<file path="config.mk">
export PLATFORM = sky130hd
export DESIGN_NAME = fb_rect_fill
export DESIGN_NICKNAME = d
export VERILOG_FILES = /design/src/rtl/fb_rect_fill.sv
export SDC_FILE = /design/constraint.sdc
export NUM_CORES = 1
export LEC_CHECK = 0
export CAP_MARGIN = 20
export CELL_PAD_IN_SITES_DETAIL_PLACEMENT = 0
export CELL_PAD_IN_SITES_GLOBAL_PLACEMENT = 1
export CORE_UTILIZATION = 50
export DETAILED_ROUTE_END_ITERATION = 6
export DONT_BUFFER_PORTS = 1
export HOLD_SLACK_MARGIN = 0.1
export PLACE_DENSITY_LB_ADDON = 0.08
export SYNTH_ARGS = -nofsm -noshare
export SYNTH_HDL_FRONTEND = slang
export SYNTH_SLANG_ARGS = --single-unit
</file>
<file path="constraint.sdc">
create_clock -name clk -period 6.7 [get_ports clk]
set_clock_uncertainty 0.05 [all_clocks]
set_input_delay 1.34 -clock clk [delete_from_list [all_inputs] [get_ports clk]]
set_output_delay 1.34 -clock clk [all_outputs]
set_load 0.01 [all_outputs]
</file>
<file path="src/rtl/fb_rect_fill.sv">
// rtl/fb_rect_fill.sv - MMIO rectangle-fill engine feeding the display_module write port
module fb_rect_fill #(
    parameter int         H_RES      = 640,
    parameter int         V_RES      = 480,
    parameter logic [3:0] FB_REGION  = 4'b0001,
    parameter logic [3:0] REG_REGION = 4'b0010
) (
    input  logic        clk,
    input  logic        rst,
    input  logic [31:0] cpu_data,
    input  logic [31:0] cpu_waddr,
    input  logic        cpu_w_en,
    output logic        cpu_stall,
    output logic        busy,
    output logic        done,
    output logic [31:0] fb_data,
    output logic [31:0] fb_waddr,
    output logic        fb_w_en
);

    localparam logic [9:0]  H_RES_W = 10'(H_RES);
    localparam logic [9:0]  V_RES_W = 10'(V_RES);
    localparam logic [18:0] H_RES_A = 19'(H_RES);

    typedef enum logic [1:0] {
        S_IDLE,
        S_SETUP,
        S_FILL,
        S_DONE
    } state_t;

    state_t      state_q;

    // CPU-visible configuration
    logic [9:0]  x0_q, y0_q, w_q, h_q;
    logic [7:0]  colour_q;

    // Copies latched in SETUP so register writes cannot disturb a running fill
    logic [9:0]  fx0_q, cw_q, ch_q;
    logic [9:0]  col_q, row_q;
    logic [18:0] row_base_q;

    logic        done_q, fb_w_en_q;
    logic [31:0] fb_data_q, fb_waddr_q;

    logic        reg_wr, fb_wr, start;
    logic [9:0]  x_rem_d, y_rem_d, cw_d, ch_d;
    logic [18:0] row_base_d, setup_pix_d;
    logic        degen_d;
    logic        last_col_d, last_pix_d;
    logic [9:0]  next_col_d;
    logic [18:0] next_row_base_d, next_pix_d;

    assign reg_wr = cpu_w_en && (cpu_waddr[31:28] == REG_REGION);
    assign fb_wr  = cpu_w_en && (cpu_waddr[31:28] == FB_REGION);
    assign start  = reg_wr && (cpu_waddr[4:2] == 3'd5);

    assign busy      = (state_q != S_IDLE);
    assign cpu_stall = fb_wr && busy;
    assign done      = done_q;
    assign fb_w_en   = fb_w_en_q;
    assign fb_data   = fb_data_q;
    assign fb_waddr  = fb_waddr_q;

    // Address bits above the pixel index, the byte offset and upper data bits carry no meaning here
    wire unused_bits = &{1'b0, cpu_data[31:10], cpu_waddr[27:19], cpu_waddr[1:0]};

    // Setup-time clipping and row base (Y0*640 as two shifts, valid for the 640-wide frame)
    always_comb begin
        x_rem_d     = H_RES_W - x0_q;
        y_rem_d     = V_RES_W - y0_q;
        cw_d        = (w_q < x_rem_d) ? w_q : x_rem_d;
        ch_d        = (h_q < y_rem_d) ? h_q : y_rem_d;
        row_base_d  = {y0_q, 9'b0} + {2'b0, y0_q, 7'b0};
        setup_pix_d = row_base_d + {9'b0, x0_q};
        degen_d     = (x0_q >= H_RES_W) || (y0_q >= V_RES_W) ||
                      (w_q == 10'd0) || (h_q == 10'd0);
    end

    // Raster stepping: address of the pixel following the one currently on the bus
    always_comb begin
        last_col_d      = (col_q == cw_q - 10'd1);
        last_pix_d      = last_col_d && (row_q == ch_q - 10'd1);
        next_col_d      = last_col_d ? 10'd0 : col_q + 10'd1;
        next_row_base_d = last_col_d ? row_base_q + H_RES_A : row_base_q;
        next_pix_d      = next_row_base_d + {9'b0, fx0_q} + {9'b0, next_col_d};
    end

    // Register file, writable in any state
    always_ff @(posedge clk or posedge rst) begin
        if (rst) begin
            x0_q     <= '0;
            y0_q     <= '0;
            w_q      <= '0;
            h_q      <= '0;
            colour_q <= '0;
        end else if (reg_wr) begin
            case (cpu_waddr[4:2])
                3'd0:    x0_q     <= cpu_data[9:0];
                3'd1:    y0_q     <= cpu_data[9:0];
                3'd2:    w_q      <= cpu_data[9:0];
                3'd3:    h_q      <= cpu_data[9:0];
                3'd4:    colour_q <= cpu_data[7:0];
                default: ;
            endcase
        end
    end

    // Fill sequencer with registered framebuffer port and done pulse
    always_ff @(posedge clk or posedge rst) begin
        if (rst) begin
            state_q    <= S_IDLE;
            fx0_q      <= '0;
            cw_q       <= '0;
            ch_q       <= '0;
            col_q      <= '0;
            row_q      <= '0;
            row_base_q <= '0;
            done_q     <= 1'b0;
            fb_w_en_q  <= 1'b0;
            fb_data_q  <= '0;
            fb_waddr_q <= '0;
        end else begin
            done_q    <= 1'b0;
            fb_w_en_q <= 1'b0;
            case (state_q)
                S_IDLE: begin
                    if (start) begin
                        state_q <= S_SETUP;
                    end else if (fb_wr) begin
                        fb_w_en_q  <= 1'b1;
                        fb_waddr_q <= {FB_REGION, 9'b0, cpu_waddr[18:0]};
                        fb_data_q  <= {24'b0, cpu_data[7:0]};
                    end
                end
                S_SETUP: begin
                    fx0_q      <= x0_q;
                    cw_q       <= cw_d;
                    ch_q       <= ch_d;
                    row_base_q <= row_base_d;
                    col_q      <= '0;
                    row_q      <= '0;
                    if (degen_d) begin
                        state_q <= S_DONE;
                        done_q  <= 1'b1;
                    end else begin
                        state_q    <= S_FILL;
                        fb_w_en_q  <= 1'b1;
                        fb_waddr_q <= {FB_REGION, 9'b0, setup_pix_d};
                        fb_data_q  <= {24'b0, colour_q};
                    end
                end
                S_FILL: begin
                    if (last_pix_d) begin
                        state_q <= S_DONE;
                        done_q  <= 1'b1;
                    end else begin
                        fb_w_en_q  <= 1'b1;
                        fb_waddr_q <= {FB_REGION, 9'b0, next_pix_d};
                        col_q      <= next_col_d;
                        row_base_q <= next_row_base_d;
                        if (last_col_d) begin
                            row_q <= row_q + 10'd1;
                        end
                    end
                end
                default: begin
                    state_q <= S_IDLE;
                end
            endcase
        end
    end

endmodule

</file>
[Word-level counts from Yosys, hierarchy flattened]
Cells that the tools add are included.
Operators by class
  add/subtract/negate cells: 11
  order comparisons: 4
  equal/unequal tests: 18
  mux-type cells: 32
  reduce and logical (&&, ||, !) cells: 26
Operator list (count)
  $mux W32: 7
  $pmux W32 S3: 1
  $pmux W32 S2: 1
  $mux W10: 6
  $add A19 B10 Y19: 3
  $pmux W10 S2: 2
  $mux W19: 2
  $pmux W19 S2: 1
  $add A10 B1 Y10 const B: 2
  $eq A10 B10 Y1: 2
  $logic_not A10 Y1: 2
  $lt A10 B10 Y1: 2
  $sub A10 B1 Y10 const B: 2
  $add A19 B10 Y19 const B: 1
  $add A19 B17 Y19: 1
  $ne A2 B2 Y1 const B: 7
  $reduce_and A2 Y1: 7
  $ge A10 B10 Y1 const B: 1
  $ge A10 B9 Y1 const B: 1
  $sub A10 B10 Y10 const A: 1
  $sub A9 B10 Y10 const A: 1
  $mux W1: 7
  $eq A3 B2 Y1 const B: 2
  $eq A3 B3 Y1 const B: 2
  other kinds (18): 27
Word-level totals
  flip-flop bits (word level): 185
  input port bits: 67
  logic and storage cells: 107

[Depth between registers and ports, before layout]
Gate-level depths: netlist of run 1.
  word-level depth: 7
  mapped depth: 22

[Least setup slack after synthesis of run 1]
OpenSTA, ideal clock, no wires.
  path type: flip-flop to flip-flop
  start point: register cw_q[2]
  end point: register fb_waddr_q[11] (netlist: fb_waddr[11])
  setup time: 135 ps
  arrival time: 4765 ps
  data required time: 6515 ps
  setup slack: 1750 ps
  stages on the path, launching flop included: 20
  buffers on the path: 1
  clock period less this slack: 4950 ps
  cells stage by stage: dfrtp_1 -> or3_4 -> or4_4 -> o32ai_4 -> o2bb2ai_2 -> or2_1 -> buf_4 -> and2_1 -> ha_1 -> ha_1 -> fa_1 -> a21o_1 -> a21o_1 -> a21oi_1 -> inv_1 -> a211o_1 -> a311o_1 -> xor2_1 -> a221oi_1 -> o31ai_1
On the way
  longest elaborated chain between the ends: 7
  elaborated cells on any way between the ends: 11
  classes of those cells: 3 x add/sub; 2 x eq/ne; 4 x mux; 2 x reduce/logical
Ends and longest elaborated chain
  start: declaration: RTL line 39  | logic [9:0] fx0_q, cw_q, ch_q;
  start signal: assignment: RTL line 138  | cw_q <= cw_d;
  $sub A10 B1 Y10 *: RTL line 82  | last_col_d = (col_q == cw_q - 10'd1);
  $eq A10 B10 Y1 *: RTL line 82
  $mux W19: RTL line 85  | next_row_base_d = last_col_d ? row_base_q + H_RES_A : row_base_q;
  $add A19 B10 Y19 (2 in a row): RTL line 86  | next_pix_d = next_row_base_d + {9'b0, fx0_q} + {9'b0, next_col_d};
  $mux W32: RTL line 154  | if (last_pix_d) begin
  $pmux W32 S3: RTL line 126  | case (state_q)
  end signal: assignment: RTL line 132  | fb_waddr_q <= {FB_REGION, 9'b0, cpu_waddr[18:0]};
  end signal: assignment: RTL line 149  | fb_waddr_q <= {FB_REGION, 9'b0, setup_pix_d};
  end signal: assignment: RTL line 159  | fb_waddr_q <= {FB_REGION, 9'b0, next_pix_d};
  end: declaration: RTL line 44  | logic [31:0] fb_data_q, fb_waddr_q;
Mark *: on every way between the ends. The rest lies on a longest branch, timed or not. The select of a mux whose other input is x is not followed.
A chain may end at the register's enable or synchronous reset.

[Final worst setup path of run 1]
  start point: register cw_q[0]
  end point: register fb_waddr_q[12] (netlist: fb_waddr[12])
Same word-level chain as after synthesis.

==> summary.md, run 1 <==
| Metric | Value |
|---|---|
| Ys Warns | 0 |
| Setup TNS Final | 0 ns |
| Worst R2R Setup Slack | around 1.2 ns |
| Total GRT Usage | about a quarter |
| Die area | a little over 20,000 sq um |
| CTS tree | built |
| Worst Setup End Kind | flop |
| Gate Count Post-Synth | ~1.0k |
| Final wirelength | around 25,000 microns |
| Reg2reg start | cw_q[0]$_DFFE_PP0P_ |
| Peak Freq | 181.7 MHz |
| Resize count post-CTS | 0 |
| GPL Wtd Cong | about 0.83 |
| Slew @ Worst Pin | roughly 0.95 ns |
| # fillers | ~1.8k |
| Mapped Area | 9778 sq um |
| Die height | 141.8 microns |
| Final setup fails | 0 |
| Hold Buf Count CTS | 0 |
| Fin crit share | slightly above 80% |
| Maximum VDD drop | 291.4 uV |
| Global route total overflow | 0 |
| Startpoint Class | flop |
| R2R Path End | fb_waddr[12]$_DFFE_PP0P_ |
| Post-CTS setup buffers | 0 |
| Synth top area cells | dfrtp_1 (36%), ha_1 (7.3%), mux2_2 (6.7%) |
| Area Overhead vs Synth | 7.716% |
| Final Hold Fails | 0 |
| Clock root buffer | clkbuf_16 |
| Synth area leader | dfrtp_1 |
| Outcome | finished, final reports clean |
| Vias in the first global route | ~7.4k |
| Synth async-reset ratio | 100.0% |
| Post-DP HPWL | around 18,000 microns |
| Cell variety after synth | a little over 70 |
| Critical path origin | cw_q[0]$_DFFE_PP0P_ |
| Largest net degree at the start of global routing | 93 |
| Row Count | 50 |
| Worst-Skew Late Latency | roughly 0.43 ns |
| Clock transition at the registers of the reported paths | 0.06 ns |
| DR WL/cell | approximately 19 microns |
| Number of port buffers | 0 |
| Hold Path Class | reg2reg |
| PD cells | a little over 400 nW/um^2 |
| # DRC | 0 |
| Vias per inst | between 5 and 6 |
| Most common cell in the netlist | dfrtp_1 |
| Rel. slew slack | 36.32% |
| Synth Register Bits | roughly 140 |
| Worst R2R Path Depth | 19 |
| Core box area | approximately 19,000 sq um |
| Die span in x | ~140 microns |
| Maxcap violations | 0 |
| DRT iter0 DRCs | between 400 and 500 |
| Clock Sink Count | ~140 |
| CTS Buf Count | 17 |
| Initial core utilization | between 50% and 60% |
| CP arrival | about 5.7 ns |
| Critical path peak fanout | 7 |
| Nets | 1,159 |
| Top post-synthesis cells by count | dfrtp_1 (142), nand2_1 (89), nor2_1 (69), o21ai_0 (69), mux2_2 (58) |
| Vias | between 7k and 8k |
| Main synth FF type | dfrtp_1 |
| Post-synth EDFFs | 0 |
| RSZ-0062 raised after global routing | no |
| Synth Area per Inst | roughly 9.4 sq um |
| First drt pass iteration count | 5 |
| Share of layout cells above drive strength 1 | approximately 12% |
| Sequential element share of the synthesized area | between 30% and 40% |
| Top Ports | between 100 and 150 |
| CP Data Required Time | 6.93 ns |
| Final core utilization | between 50% and 60% |
| Diode count | 0 |
| Crit Path Class | reg2reg |
| Min Tclk post-route | 5.504 ns |
| Initial antenna violation count | 0 |
| Worst setup endpoint | fb_waddr[12]$_DFFE_PP0P_ |
| First-pass GRT wire length | ~40,000 microns |
| Pins over their slew limit | 0 |
| H-tree levels | 4 |
| Post-synth top area share | a little over a third |
| Pleak | a little under 5 nW |
| CTS Buffer Depth | 2 |
| Antenna Nets Post-Route | 0 |
==> worst min path at each step <==
stage | from | end | slack, ns | cells past startpoint
floorplan | row_q[9]$_DFFE_PP0P_ | row_q[9]$_DFFE_PP0P_ | 0.41 | 1
global placement | colour_q[3]$_DFFE_PP0P_ | colour_q[3]$_DFFE_PP0P_ | 0.44 | 1
detailed placement | ch_q[9]$_DFFE_PP0P_ | ch_q[9]$_DFFE_PP0P_ | 0.45 | 2
CTS | ch_q[9]$_DFFE_PP0P_ | ch_q[9]$_DFFE_PP0P_ | 0.46 | 2
global route | colour_q[2]$_DFFE_PP0P_ | colour_q[2]$_DFFE_PP0P_ | 0.48 | 1
finish | colour_q[1]$_DFFE_PP0P_ | colour_q[1]$_DFFE_PP0P_ | 0.46 | 1
==> state kept, by name (all words and copies together) (netlist names), 10 cells and up <==
signal / count
row_base_q: 12
ch_q: 10
y0_q: 10
row_q: 10
h_q: 10
fx0_q: 10
w_q: 10
x0_q: 10
col_q: 10
fb_waddr: 20
cw_q: 10
==> report_power, final <==
group	internal [mW]	switching, mW	total [mW]
clock network	0.599	0.417	1.02
registers	1.09	0.266	1.35
logic	0.737	1.16	1.90
==> per-layer routing <==
metal,vias up,part of all wire (%),track usage (%)
li1,3609,-,-
met3,18,4.6,4.826
met2,199,46,41.77
met1,3594,48,36.98
met5,-,0,0
met4,0,1.0,5.603
==> critical path, stage by stage (launching register included) <==
cell and delay, ns:
dfrtp_1 0.46, inv_1 0.09, ha_1 0.26, nor2b_1 0.44
a41o_1 0.24, nand3_1 0.29, nor2_1 0.58, buf_4 0.26
nor2_1 0.06, ha_1 0.29, ha_1 0.35, o211ai_1 0.39
a21oi_1 0.13, a21oi_1 0.27, o21ai_0 0.19, a21o_1 0.23
nand2_1 0.15, xnor2_1 0.11, a221oi_1 0.39, o31ai_1 0.12
==> layout make-up <==
cell class	count	area (sq um)	area share (%)
Clock inverter	15	197.7	1.877
Inverter	52	200.2	1.901
Timing Repair Buffer	15	112.6	1.069
Tap cell	260	325.3	3.089
Sequential cell	142	3553	33.74
Multi-Input combinational cell	801	5718	54.29
Clock buffer	17	425.4	4.039
==> stage by stage <==
stage | hold WS, ns | total power, mW | instance area [sq um] | worst slack (ns) | std cells
floorplan | 0.4098 | 2.787 | 9910 | 1.500 | 1072
global placement | 0.4362 | 3.233 | 9910 | 1.257 | 1270
detailed placement | 0.4456 | 3.272 | 9910 | 1.194 | 1270
CTS | 0.4612 | 4.299 | 10530 | 1.196 | 1302
global route | 0.4830 | 4.595 | 10530 | 0.7784 | 1302
finish | 0.4597 | 4.270 | 10530 | 1.196 | 1302
==> kinds of logic (layout without fill, tap and decap cells) <==
family / count (synthesis) / after routing / synth area share, %
and+or+nand+nor: 304 / 304 / 15.55
AOI/OAI and AO/OA: 214 / 214 / 14.64
DFF: 142 / 142 / 36.34
buffers and inverters: 129 / 99 / 6.552
xor gates and xnor gates: 95 / 95 / 8.509
muxes: 89 / 89 / 9.853
adders and majority gates: 63 / 63 / 8.522
other: 1 / 36 / 0.03835
==> cell usage in the layout (no fill, tap or decap), drive strengths merged, types with 12 or more instances in the layout <==
cell	n
a21o	16
a21oi	38
a221oi	14
and3	12
buf	15
clkbuf	17
conb	36
dfrtp	142
ha	57
inv	58
mux2	58
mux2i	31
nand2	89
nand3	21
nor2	69
nor3	26
nor4	13
o21ai	69
o31ai	20
xnor2	53
xor2	42
Note: power is estimated with default switching activity, not from simulation.
==> inputs of run 2 (changes only) <==
--- a/config.mk
+++ b/config.mk
@@ -8,7 +8,7 @@
 export CAP_MARGIN = 20
 export CELL_PAD_IN_SITES_DETAIL_PLACEMENT = 0
 export CELL_PAD_IN_SITES_GLOBAL_PLACEMENT = 1
-export CORE_UTILIZATION = 50
+export CORE_UTILIZATION = 45
 export DETAILED_ROUTE_END_ITERATION = 6
 export DONT_BUFFER_PORTS = 1
 export HOLD_SLACK_MARGIN = 0.1
==> constraint.sdc (replaced) <==
create_clock -name clk -period 4.8 [get_ports clk]
set_clock_uncertainty 0.05 [all_clocks]
set_input_delay 0.96 -clock clk [delete_from_list [all_inputs] [get_ports clk]]
set_output_delay 0.96 -clock clk [all_outputs]
set_load 0.01 [all_outputs]
==> summary.md, run 2 (synthesized netlist as in run 1, its figures left out) <==
| Metric | Value |
|---|---|
| RSZ-0062 raised after global routing | yes |
| Most common cell after layout, fill and taps aside | dfrtp_1 |
| Antenna Nets Post-Route | 0 |
| Final Hold Fails | 0 |
| Crit-path slowest cell | or4_4 |
| Row Count | 53 |
| Crit path cell chain | or3_4, or4_4, o32ai_4, o2bb2ai_4, or2_1, and2_4, ha_4, ha_4, fa_2, a21o_1, a21o_1, a21oi_2, inv_1, a211o_1, a311o_1, xor2_1, a221oi_2, o31ai_1 |
| Startpoint Class | flop |
| Worst-Skew Late Latency | between 0.4 and 0.5 ns |
| Post-route met1 wirelength | around 13,000 microns |
| Buffers & Inverters on Critical Path | 1 |
| Final wirelength | 25,330 microns |
| Levels on crit path | 18 |
| Nets | between 1k and 1.5k |
| CTS Buf Count | 17 |
| Worst R2R Path Depth | 18 |
| Diode count | 0 |
| Met2 WL | around 11,000 microns |
| Post-DP HPWL | roughly 18,000 microns |
| Initial antenna violation count | 1 |
| CP peak stage delay | between 0.5 and 0.6 ns |
| CTS Buffer Depth | 2 |
| Min Tclk post-route | between 4 and 5 ns |
| Rel. slew slack | between 40% and 50% |
| Delay-heaviest family, CP | compound AO/OA/AOI/OAI gates |
| Maxcap violations | 0 |
| Outcome | finished, final reports clean |
| Vias in the first global route | roughly 7.1k |
| Peak Freq | between 200 and 250 MHz |
| Commonest cells after routing, fill and taps aside | dfrtp_1 (142), nand2_1 (89), nor2_1 (69), o21ai_0 (67), mux2_2 (58) |
| Fin cells | approximately 1.3k |
| Hold Buf Count CTS | 0 |
| Top Layer Used | met4 |
| CP Data Required Time | between 5 and 6 ns |
| Area Overhead vs Synth | 10.61% |
| First-pass GRT wire length | 40,700 microns |
| Worst Setup End Kind | flop |
| Final WS setup | 0.02226 ns |
| Vias | ~7.4k |
| Final core utilization | approximately 51% |
| Clock root buffer | clkbuf_16 |
| Clock transition at the registers of the reported paths | around 0.07 ns |
| Clock Sink Count | around 140 |
| Routed length on met3 | around 1200 microns |
| Slew @ Worst Pin | slightly below 0.9 ns |
| Initial core utilization | between 40% and 50% |
| Fin crit share | between 90 and 100% |
| Maximum VDD drop | about 260 uV |
| Hold Path Class | reg2reg |
| Setup TNS Final | 0 ns |
| GPL Wtd Cong | around 0.83 |
| Number of flip-flops in the largest register | 20 |
| Pins over their slew limit | 0 |
| Die area | roughly 22,000 sq um |
| Global route total overflow | 0 |
| Die span in x | ~150 microns |
| Vias per inst | around 5.5 |
| Share of layout cells above drive strength 1 | 15.64% |
| CP arrival | 5.02 ns |
| DR WL/cell | approximately 19 microns |
| Critical path peak fanout | 4 |
| Crit Path Class | reg2reg |
| Die height | 149.4 microns |
| H-tree levels | 4 |
| First drt pass iteration count | 5 |
| Top Ports | between 100 and 150 |
| Pleak | roughly 5 nW |
| Total GRT Usage | roughly a quarter |
| Core box area | 21,150 sq um |
| # DRC | 0 |
| Placed insts | roughly 1.3k |
| DRT iter0 DRCs | between 300 and 400 |
| Number of port buffers | 0 |
| CTS tree | built |
| Min-Delay Path Depth | 1 |
| Final setup fails | 0 |
| Largest net degree at the start of global routing | ~140 |
| Pwr Total | just over 6 mW |
| Post-place setup slack | -0.1544 ns |
| PD cells | around 570 nW/um^2 |
run 2: per-stage QoR:
step / cell area [sq um] / hold slack (ns)
floorplan: 9961 / 0.4098
global route: 10820 / 0.4655
detailed placement: 10150 / 0.4430
global placement: 10150 / 0.4363
finish: 10820 / 0.4555
CTS: 10760 / 0.4588
run 2: final cells by class:
class | instances | area, sq um
repair buffers | 41 | 320.3
clock inverters | 14 | 155.1
fillers | 2054 | 10340
inverters | 52 | 198.9
clock buffers | 18 | 439.2
well taps | 275 | 344.1
flip-flops and latches | 142 | 3553
multi-input cells | 801 | 5804
run 2: metal layers:
layer / GRT usage, % / up-vias
met5: 0 / -
met4: 6.531 / 0
met3: 3.720 / 19
met2: 36.94 / 197
met1: 35.08 / 3561
li1: - / 3647
run 2: power by group:
group | total (mW) | internal (mW) | switching, mW
clock network | 1.36 | 0.789 | 0.569
registers | 1.88 | 1.52 | 0.362
logic | 2.87 | 1.17 | 1.70
total | 6.11 | 3.48 | 2.63
run 2: worst paths after layout:
kind                                              start  slack, ns                  endpoint
worst min-delay path            colour_q[1]$_DFFE_PP0P_       0.46   colour_q[1]$_DFFE_PP0P_
worst max-delay path                cw_q[1]$_DFFE_PP0P_       0.02  fb_waddr[11]$_DFFE_PP0P_
max in group asynchronous                           rst       3.53      fx0_q[5]$_DFFE_PP0P_
worst max register to register      cw_q[1]$_DFFE_PP0P_       0.02  fb_waddr[11]$_DFFE_PP0P_
worst min register to register  colour_q[1]$_DFFE_PP0P_       0.46   colour_q[1]$_DFFE_PP0P_
min in group asynchronous                           rst       0.57    fb_data[4]$_DFFE_PP0P_
run 2: what timing repair did:
action | CTS | global route
resized for setup | 3 | 8
setup buffers | 1 | 3
endpoints found under the setup margin | 8 | 10
pin swaps | 3 | 6
==> inputs of run 3 (changes only) <==
--- a/config.mk
+++ b/config.mk
@@ -13,6 +13,7 @@
 export DONT_BUFFER_PORTS = 1
 export HOLD_SLACK_MARGIN = 0.1
 export PLACE_DENSITY_LB_ADDON = 0.08
+export SLEW_MARGIN = 5
 export SYNTH_ARGS = -nofsm -noshare
 export SYNTH_HDL_FRONTEND = slang
 export SYNTH_SLANG_ARGS = --single-unit
==> results of run 3 <==
Final layout, timing and power as in run 2 (identical DEF).
